**config.mk**
```make
export PLATFORM = sky130hd
export DESIGN_NAME = ascii_hex_parser
export DESIGN_NICKNAME = d
export VERILOG_FILES = /design/src/rtl/ascii_hex_parser.sv
export SDC_FILE = /design/constraint.sdc
export NUM_CORES = 1
export LEC_CHECK = 0
export BUFFER_PORTS_ARGS = -buffer_cell sky130_fd_sc_hd__clkbuf_2
export CAP_MARGIN = 5
export CORE_AREA = 2 2 69 71
export CTS_CLUSTER_SIZE = 8
export DETAILED_ROUTE_END_ITERATION = 10
export DIE_AREA = 0 0 71 73
export GPL_ROUTABILITY_DRIVEN = 0
export PLACE_DENSITY_LB_ADDON = 0.05
export SLEW_MARGIN = 20
export SYNTH_ARGS = -nofsm -noshare
export SYNTH_HDL_FRONTEND = slang
export SYNTH_SLANG_ARGS = --single-unit
```
**constraint.sdc**
```tcl
create_clock -name Clk -period 2.03 [get_ports Clk]
set_clock_uncertainty 0.15 [all_clocks]
set_input_delay 0 -clock Clk [delete_from_list [all_inputs] [get_ports Clk]]
set_output_delay 0 -clock Clk [all_outputs]
set_load 0.05 [all_outputs]
```
**src/rtl/ascii_hex_parser.sv**
```systemverilog
// ASCII hex entry parser: assembles typed hex digits into a value committed by a terminator.
// Optional terminal echo port enabled by defining ASCII_HEX_PARSER_ECHO_EN.
module ascii_hex_parser #(
  parameter int          DIGITS    = 4,
  parameter logic [7:0]  TERM_CHAR = 8'h0D,
  parameter logic [7:0]  BS_CHAR   = 8'h08,
  localparam int         W         = 4 * DIGITS,
  localparam int         CW        = $clog2(DIGITS + 1)
) (
  input  logic          Clk,
  input  logic          Reset,
  input  logic [7:0]    char_in,
  input  logic          char_valid,
  output logic          char_ready,
  output logic [W-1:0]  value_out,
  output logic          value_valid,
  input  logic          value_ready,
  output logic [CW-1:0] digit_count,
  output logic          err,
  output logic [1:0]    dbg_state
`ifdef ASCII_HEX_PARSER_ECHO_EN
  ,
  output logic [7:0]    echo_char,
  output logic          echo_valid
`endif
);

  localparam logic [1:0] S_IDLE  = 2'd0;
  localparam logic [1:0] S_ACCUM = 2'd1;
  localparam logic [1:0] S_DONE  = 2'd2;
  localparam logic [1:0] S_ERROR = 2'd3;

  logic [1:0]    state_q, state_d;
  logic [W-1:0]  acc_q, acc_d;
  logic [CW-1:0] count_q, count_d;
  logic [W-1:0]  value_q, value_d;
  logic          vvalid_q, vvalid_d;
  logic          err_q, err_d;
  logic          accept;
  logic          is_digit;
  logic [3:0]    nibble;
  logic          is_term;
  logic          is_bs;

  // Both ports use valid/ready: a transfer happens on a rising edge where valid and
  // ready are both high; the producer holds its data stable until that edge.
  assign char_ready  = (state_q != S_DONE);
  assign accept      = char_valid && char_ready;
  assign value_out   = value_q;
  assign value_valid = vvalid_q;
  assign digit_count = count_q;
  assign err         = err_q;
  assign dbg_state   = state_q;
  assign is_term     = (char_in == TERM_CHAR);
  assign is_bs       = (char_in == BS_CHAR);

  always_comb begin
    is_digit = 1'b0;
    nibble   = 4'd0;
    if (char_in >= 8'h30 && char_in <= 8'h39) begin
      is_digit = 1'b1;
      nibble   = char_in[3:0];
    end else if ((char_in >= 8'h41 && char_in <= 8'h46) ||
                 (char_in >= 8'h61 && char_in <= 8'h66)) begin
      is_digit = 1'b1;
      nibble   = char_in[3:0] + 4'd9;
    end
  end

  always_comb begin
    state_d  = state_q;
    acc_d    = acc_q;
    count_d  = count_q;
    value_d  = value_q;
    vvalid_d = vvalid_q;
    err_d    = 1'b0;
    case (state_q)
      S_IDLE: begin
        if (accept) begin
          if (is_digit) begin
            acc_d   = W'(nibble);
            count_d = CW'(1);
            state_d = S_ACCUM;
          end else if (!is_term && !is_bs) begin
            state_d = S_ERROR;
          end
        end
      end
      S_ACCUM: begin
        if (accept) begin
          if (is_digit) begin
            if (count_q == CW'(DIGITS)) begin
              acc_d   = '0;
              count_d = '0;
              state_d = S_ERROR;
            end else begin
              acc_d   = (acc_q << 4) | W'(nibble);
              count_d = count_q + CW'(1);
            end
          end else if (is_bs) begin
            acc_d   = acc_q >> 4;
            count_d = count_q - CW'(1);
            if (count_q == CW'(1)) begin
              acc_d   = '0;
              state_d = S_IDLE;
            end
          end else if (is_term) begin
            value_d  = acc_q;
            vvalid_d = 1'b1;
            count_d  = '0;
            state_d  = S_DONE;
          end else begin
            acc_d   = '0;
            count_d = '0;
            state_d = S_ERROR;
          end
        end
      end
      S_DONE: begin
        if (value_ready) begin
          vvalid_d = 1'b0;
          acc_d    = '0;
          count_d  = '0;
          state_d  = S_IDLE;
        end
      end
      S_ERROR: begin
        // Everything is swallowed until the terminator closes the bad entry.
        if (accept && is_term) begin
          err_d   = 1'b1;
          acc_d   = '0;
          count_d = '0;
          state_d = S_IDLE;
        end
      end
      default: state_d = S_IDLE;
    endcase
  end

  always_ff @(posedge Clk) begin
    if (Reset) begin
      state_q  <= S_IDLE;
      acc_q    <= '0;
      count_q  <= '0;
      value_q  <= '0;
      vvalid_q <= 1'b0;
      err_q    <= 1'b0;
    end else begin
      state_q  <= state_d;
      acc_q    <= acc_d;
      count_q  <= count_d;
      value_q  <= value_d;
      vvalid_q <= vvalid_d;
      err_q    <= err_d;
    end
  end

`ifdef ASCII_HEX_PARSER_ECHO_EN
  logic [7:0] echo_char_q, echo_char_d;
  logic       echo_valid_q, echo_valid_d;

  always_comb begin
    echo_valid_d = accept;
    echo_char_d  = echo_char_q;
    if (accept) begin
      echo_char_d = (char_in >= 8'h61 && char_in <= 8'h66) ? (char_in - 8'h20) : char_in;
    end
  end

  always_ff @(posedge Clk) begin
    if (Reset) begin
      echo_char_q  <= 8'h00;
      echo_valid_q <= 1'b0;
    end else begin
      echo_char_q  <= echo_char_d;
      echo_valid_q <= echo_valid_d;
    end
  end

  assign echo_char  = echo_char_q;
  assign echo_valid = echo_valid_q;
`endif

endmodule
```
* Word level (Yosys, flattened, before mapping)
Index checks and enable logic that the tools add are counted.
Storage, ports and cells: input port bits 12, register bits after elaboration 39
Operators by class: magnitude comparators 6, mux-type cells 43, add/subtract/negate cells 3, eq/ne operators 20, reductions and logical operators 17, bitwise operators 4
Operators with widths (count):
- $mux W16 | 9
- $pmux W16 S4 | 1
- $mux W3 | 8
- $mux W2 | 10
- $ne A2 B2 Y1 const B | 9
- $eq A8 B4 Y1 const B | 2
- $ge A8 B7 Y1 const B | 2
- $le A8 B7 Y1 const B | 2
- $or A16 B4 Y16 | 1
- $mux W12 | 1
- $pmux W3 S4 | 1
- $reduce_and A6 Y1 | 2
- $reduce_and A5 Y1 | 2
- $mux W1 | 9
- $ge A8 B6 Y1 const B | 1
- $le A8 B6 Y1 const B | 1
- $mux W4 | 2
- $ne A4 B4 Y1 const B | 2
- $pmux W2 S4 | 1
- $reduce_and A7 Y1 | 1
- $logic_and A1 B1 Y1 | 6
- $ne A3 B3 Y1 const B | 2
- $add A4 B4 Y4 const B | 1
- $eq A2 B2 Y1 const B | 2
- 12 further kinds | 15

* Logic depth before layout (Yosys ltp)
depth in word-level cells 10, gate-level depth with buffers 9, mapped depth without buffers 7

* Least setup slack after synthesis
OpenSTA, ideal clock, no wires.
path kind register to register, start point register count_q[0], in the netlist digit_count[0], end point register acc_q[8], setup slack -0.280 ns, data required time 1.800 ns, cell stages (with the launch flop) 9, arrival time 2.080 ns, path buffers 1, setup time 0.080 ns, clock period less this slack 2.310 ns, cells stage by stage dfxtp_1 inv_1 ha_1 nand2_1 nand3b_1 a21oi_1 buf_2 a22oi_1 a211oi_2
On the way: word-level cells in the longest chain between the ends 6
Ends and longest elaborated chain:
- from (decl) | RTL line 35 | logic [CW-1:0] count_q, count_d;
- from (signal assigned) | RTL line 151 | count_q <= count_d;
- $eq A3 B1 Y1 | RTL line 103 | if (count_q == CW'(1)) begin
- $mux W12 | RTL line 103
- $mux W16 | RTL line 100 | end else if (is_bs) begin
- $mux W16 * | RTL line 91 | if (is_digit) begin
- $mux W16 * | RTL line 90 | if (accept) begin
- $pmux W16 S4 * | RTL line 77 | case (state_q)
- to (signal assigned) | RTL line 143 | acc_q <= '0;
- to (signal assigned) | RTL line 150 | acc_q <= acc_d;
- to (decl) | RTL line 34 | logic [W-1:0] acc_q, acc_d;
Every way passes the cells marked *; elsewhere a longest branch is shown, timed or not. The select of a mux whose other input is x is not followed. A chain may end at the register's enable or synchronous reset.

* Final worst setup path
start point register count_q[1], in the netlist digit_count[1], end point register state_q[0], in the netlist dbg_state[0]
On the way: word-level cells in the longest chain between the ends 3
Ends and longest elaborated chain:
- $eq A3 B1 Y1 / $eq A3 B3 Y1 (equally long branches) | RTL line 103, 92
- $ne A4 B4 Y1 (no source line) / $ne A3 B3 Y1 (equally long branches)
- $reduce_and A7 Y1 (no source line) *
- to (signal assigned) | RTL line 149 | state_q <= state_d;
- to (decl) | RTL line 33 | logic [1:0] state_q, state_d;
Every way passes the cells marked *; elsewhere a longest branch is shown, timed or not.

==> results.py <==
metrics = {
    "synthesis": {
        "synth_top_area_share_pct": 36.9,
        "ys_seq_elements": 39,
        "async_flop_share_pct": 0,
        "netlist.top_cell.by_area": "sky130_fd_sc_hd__dfxtp_1",
        "synth.yosys.seq_area_share_pct": 36.9,
        "syn-cell-area_um2": 2120,
        "syn_area_per_cell_um2": 8.30,
        "synthesized_netlist_net_count": 275,
        "synth.lib_cells_used.distinct": 49,
        "synth_edf_count": 0,
        "yosys_warnings": 0,
        "syn_inst": 255,
        "dominantRegCellSynth": "sky130_fd_sc_hd__dfxtp_1",
        "ys_top_cells_by_area": "sky130_fd_sc_hd__dfxtp_1 (37%), sky130_fd_sc_hd__a21oi_1 (7.3%), sky130_fd_sc_hd__nand2_1 (7.3%)",
    },
    "timing": {
        "final_hold_viol_count": 0,
        "min_period_ns": 1.90,
        "max_freq_mhz": 527,
        "grt_setup_unrepaired": "false",
        "final_max_slew_viol_count": 0,
        "timing.hold.ws_ns": 0.0498,
        "finalWorstSetupSlack_ns": 0.132,
        "final-setup-viol-count": 0,
        "final_min_period_over_clock_period_pct": 93.5,
        "slew_headroom_pct": 66.1,
        "tightest_slew_ns": 0.506,
    },
    "critical_path": {
        "crit_path_kind": "flip-flop to flip-flop",
        "critPathLaunchType": "flip-flop",
        "timing.critical_path.to_type": "flip-flop",
        "cp_cell_sequence": "inv_1 -> ha_1 -> nor2b_2 -> o22ai_1 -> o2bb2ai_1 -> or4_1 -> a21oi_1",
        "regToRegStartpoint": "digit_count[1]",
        "cp_arrival_ns": 1.97,
        "launching_instance_or_port_of_the_critical_path": "digit_count[1]",
        "crit_required_ns": 2.10,
        "r2r.worst_path.cells": 7,
        "cp_slowest_stage_delay_ns": 0.48,
        "crit_path_top_delay_cell": "sky130_fd_sc_hd__or4_1",
        "worst-r2r-setup-slack_ns": 0.13,
        "crit_fanout": 4,
        "worstReg2RegEnd": "dbg_state[0]",
    },
    "clock_tree": {
        "tritoncts": "done",
        "root_buffer": "sky130_fd_sc_hd__clkbuf_8",
        "cts.sink_count": 39,
        "cts.repair_timing.setup_buffer_count": 0,
        "h-tree-depth": 2,
        "clockBufferDepth": 2,
        "clk_pin_slew_ns": 0.08,
        "clock_insertion_delay_worst_skew_ns": 0.29,
        "numCtsBuffers": 5,
    },
    "place": {
        "preCtsSetupSlack_ns": -0.0222,
        "place_hpwl_um": 3990,
        "numPortBuffers": 35,
    },
    "power_and_ir_drop": {
        "seq_power_share_pct": 47.8,
        "power.clock.fraction_pct": 26.7,
        "power.share.switching_pct": 34.6,
        "cellInternalPower_w": 0.00127,
        "static-leakage-power_nw": 1.06,
        "max-vdd-ir-drop_mv": 0.432,
        "power_per_cell_area_nw_per_um2": 741,
        "combinationalPowerShare_pct": 25.5,
        "power.switching_w": 0.000674,
    },
    "drt": {
        "drc": 0,
        "finalWirelength_um": 5570,
        "wl_per_cell_um": 15.3,
        "avgViaCountPerCell": 5.61,
        "detailedRoute.firstPassIterationCount": 4,
        "drtAntennaViolNets": 0,
        "drt_first_iter_violations": 138,
        "via_count": 2048,
    },
    "finish": {
        "area_growth_pct": 24.2,
        "fillers": 428,
        "layout.nets": 330,
        "insertedDiodeCount": 0,
        "layout-drive-gt1-share_pct": 29.3,
    },
    "floorplanning": {
        "io_pins": 36,
        "dieArea_um2": 5180,
        "die_w_um": 71,
        "die_boundary_height_um": 73,
        "core_area_um2": 4540,
        "floorplan.initialDensity_pct": 46.6,
        "core.rowCount": 25,
    },
    "hold_path": {
        "timing.hold.worst.class": "primary input to flip-flop",
        "hold_depth": 4,
        "hold-path-endpoint": "value_valid",
        "min-delay-start": "value_ready",
    },
    "global_route": {
        "global_router_s_overall_resource_usage_pct": 23.5,
        "initial_antenna_violation_count": 0,
        "grt_first_pass_wirelength_um": 9630,
        "global_route.overflow_total": 0,
        "grt_start_max_net_pins": 30,
        "grt_pass1_vias": 1969,
    },
    "outcome": {
        "outcome": "complete, no violations",
    },
    "run": {
        "cap_viol_max_count": 0,
    },
}
-- per-layer routing --
metal / global-route usage (%) / vias up / routed length, µm / part of all wire, %
met5: 0 / - / 0 / 0
li1: - / 1043 / - / -
met4: 6.08 / 0 / 32 / 0.57
met2: 35.4 / 50 / 2410 / 43
met3: 4.42 / 2 / 283 / 5.1
met1: 34.4 / 953 / 2840 / 51
-- critical path, delay by kind of cell (launching register included) --
kind,cells,cell delay [ns]
simple gates,2,0.71
fa+ha+maj,1,0.13
flops,1,0.32
buf+inv,1,0.07
compound gates,3,0.45
-- registers in the layout (all words and copies together) (netlist names) --
signal and cells:
acc_q 16, dbg_state 2, value_out 16, digit_count 3, err 1, value_valid 1
-- kinds of logic (layout without fill, tap and decap cells) --
| family | count (synthesis) | in the layout | share of synthesized area, % |
|---|---|---|---|
| simple gates | 89 | 89 | 21.6 |
| compound gates | 90 | 90 | 30.1 |
| buf+inv | 27 | 83 | 5.80 |
| xor+xnor | 1 | 1 | 0.414 |
| mux | 1 | 1 | 0.473 |
| flops | 39 | 39 | 36.9 |
| fa+ha+maj | 8 | 8 | 4.73 |
-- timing repair --
action                     4_1_cts  5_1_grt
resized for setup                0        1
hold buffers                     2        0
hold endpoints to repair         3        0
setup endpoints to repair        0        2
-- metrics by stage --
| step | TNS [ns] | power [W] | util, % | instance area, µm² | instances |
|---|---|---|---|---|---|
| after CTS | 0 | 0.00195 | 57.9 | 2630 | 365 |
| after floorplan | 0 | 0.00126 | - | 2130 | 255 |
| after detailed placement | -0.0222 | 0.00143 | 55.6 | 2520 | 355 |
| after global routing | 0 | 0.00205 | 58.0 | 2630 | 365 |
| final | 0 | 0.00195 | 58.0 | 2630 | 365 |
| after global placement | 0 | 0.00144 | 55.6 | 2520 | 355 |
-- synth_stat cells (2+ instances only) --
library cell / number
sky130_fd_sc_hd__a22o_1: 2
sky130_fd_sc_hd__dfxtp_1: 39
sky130_fd_sc_hd__nor3_1: 13
sky130_fd_sc_hd__a32oi_1: 2
sky130_fd_sc_hd__o31ai_1: 4
sky130_fd_sc_hd__a211oi_1: 2
sky130_fd_sc_hd__clkbuf_1: 11
sky130_fd_sc_hd__a21oi_1: 31
sky130_fd_sc_hd__and3_1: 3
sky130_fd_sc_hd__inv_1: 9
sky130_fd_sc_hd__o211ai_1: 4
sky130_fd_sc_hd__a31oi_1: 3
sky130_fd_sc_hd__buf_2: 5
sky130_fd_sc_hd__or2_2: 2
sky130_fd_sc_hd__o21ai_0: 8
sky130_fd_sc_hd__nor2_1: 3
sky130_fd_sc_hd__ha_1: 8
sky130_fd_sc_hd__a211oi_2: 6
sky130_fd_sc_hd__nand3_1: 9
sky130_fd_sc_hd__o311a_1: 2
sky130_fd_sc_hd__a21o_1: 2
sky130_fd_sc_hd__buf_6: 2
sky130_fd_sc_hd__o31a_1: 2
sky130_fd_sc_hd__nand2_1: 41
sky130_fd_sc_hd__nand3b_1: 4
sky130_fd_sc_hd__or3b_2: 2
sky130_fd_sc_hd__a22oi_1: 9
sky130_fd_sc_hd__or3_1: 2
sky130_fd_sc_hd__nor2b_1: 2
sky130_fd_sc_hd__o21a_1: 4
-- power groups by stage --
stage / clock network (W) / logic, W / registers, W
after detailed placement: 0 / 0.000490 / 0.000944
final: 0.000520 / 0.000497 / 0.000930
after global placement: 0 / 0.000489 / 0.000946
after CTS: 0.000530 / 0.000496 / 0.000927
after global routing: 0.000561 / 0.000544 / 0.000943
after floorplan: 0 / 0.000329 / 0.000930
-- area by class of cell --
type / instances / area (µm²) / share of cell area (%)
Sequential cell: 39 / 786 / 29.9
Timing Repair Buffer: 66 / 438 / 16.7
Tap cell: 54 / 67.6 / 2.57
Multi-Input combinational cell: 189 / 1220 / 46.4
Clock inverter: 2 / 12.5 / 0.476
Inverter: 9 / 33.8 / 1.29
Clock buffer: 6 / 72.6 / 2.76
-- how the worst max path moves through the flow --
stage               cells past startpoint  slack [ns]           end
CTS                                     7        0.01  dbg_state[0]
global route                            7       0.006  dbg_state[1]
global placement                        7        0.05  dbg_state[0]
finish                                  7        0.13  dbg_state[0]
floorplan                               6        0.03  dbg_state[0]
detailed placement                      7       -0.02  dbg_state[0]
-- layout by cell type, fill, tap and decap left out, types with 5 or more instances in the layout --
| cell | Yosys | routed |
|---|---|---|
| sky130_fd_sc_hd__clkbuf_8 | 0 | 5 |
| sky130_fd_sc_hd__inv_1 | 9 | 9 |
| sky130_fd_sc_hd__a211oi_2 | 6 | 6 |
| sky130_fd_sc_hd__dfxtp_1 | 39 | 35 |
| sky130_fd_sc_hd__clkbuf_2 | 0 | 35 |
| sky130_fd_sc_hd__nand3_1 | 9 | 9 |
| sky130_fd_sc_hd__nor3_1 | 13 | 13 |
| sky130_fd_sc_hd__nand2_1 | 41 | 41 |
| sky130_fd_sc_hd__a21oi_1 | 31 | 30 |
| sky130_fd_sc_hd__a22oi_1 | 9 | 9 |
| sky130_fd_sc_hd__buf_4 | 0 | 27 |
| sky130_fd_sc_hd__o21ai_0 | 8 | 8 |
| sky130_fd_sc_hd__ha_1 | 8 | 8 |
No activity file was read; power rests on OpenSTA's default activity.
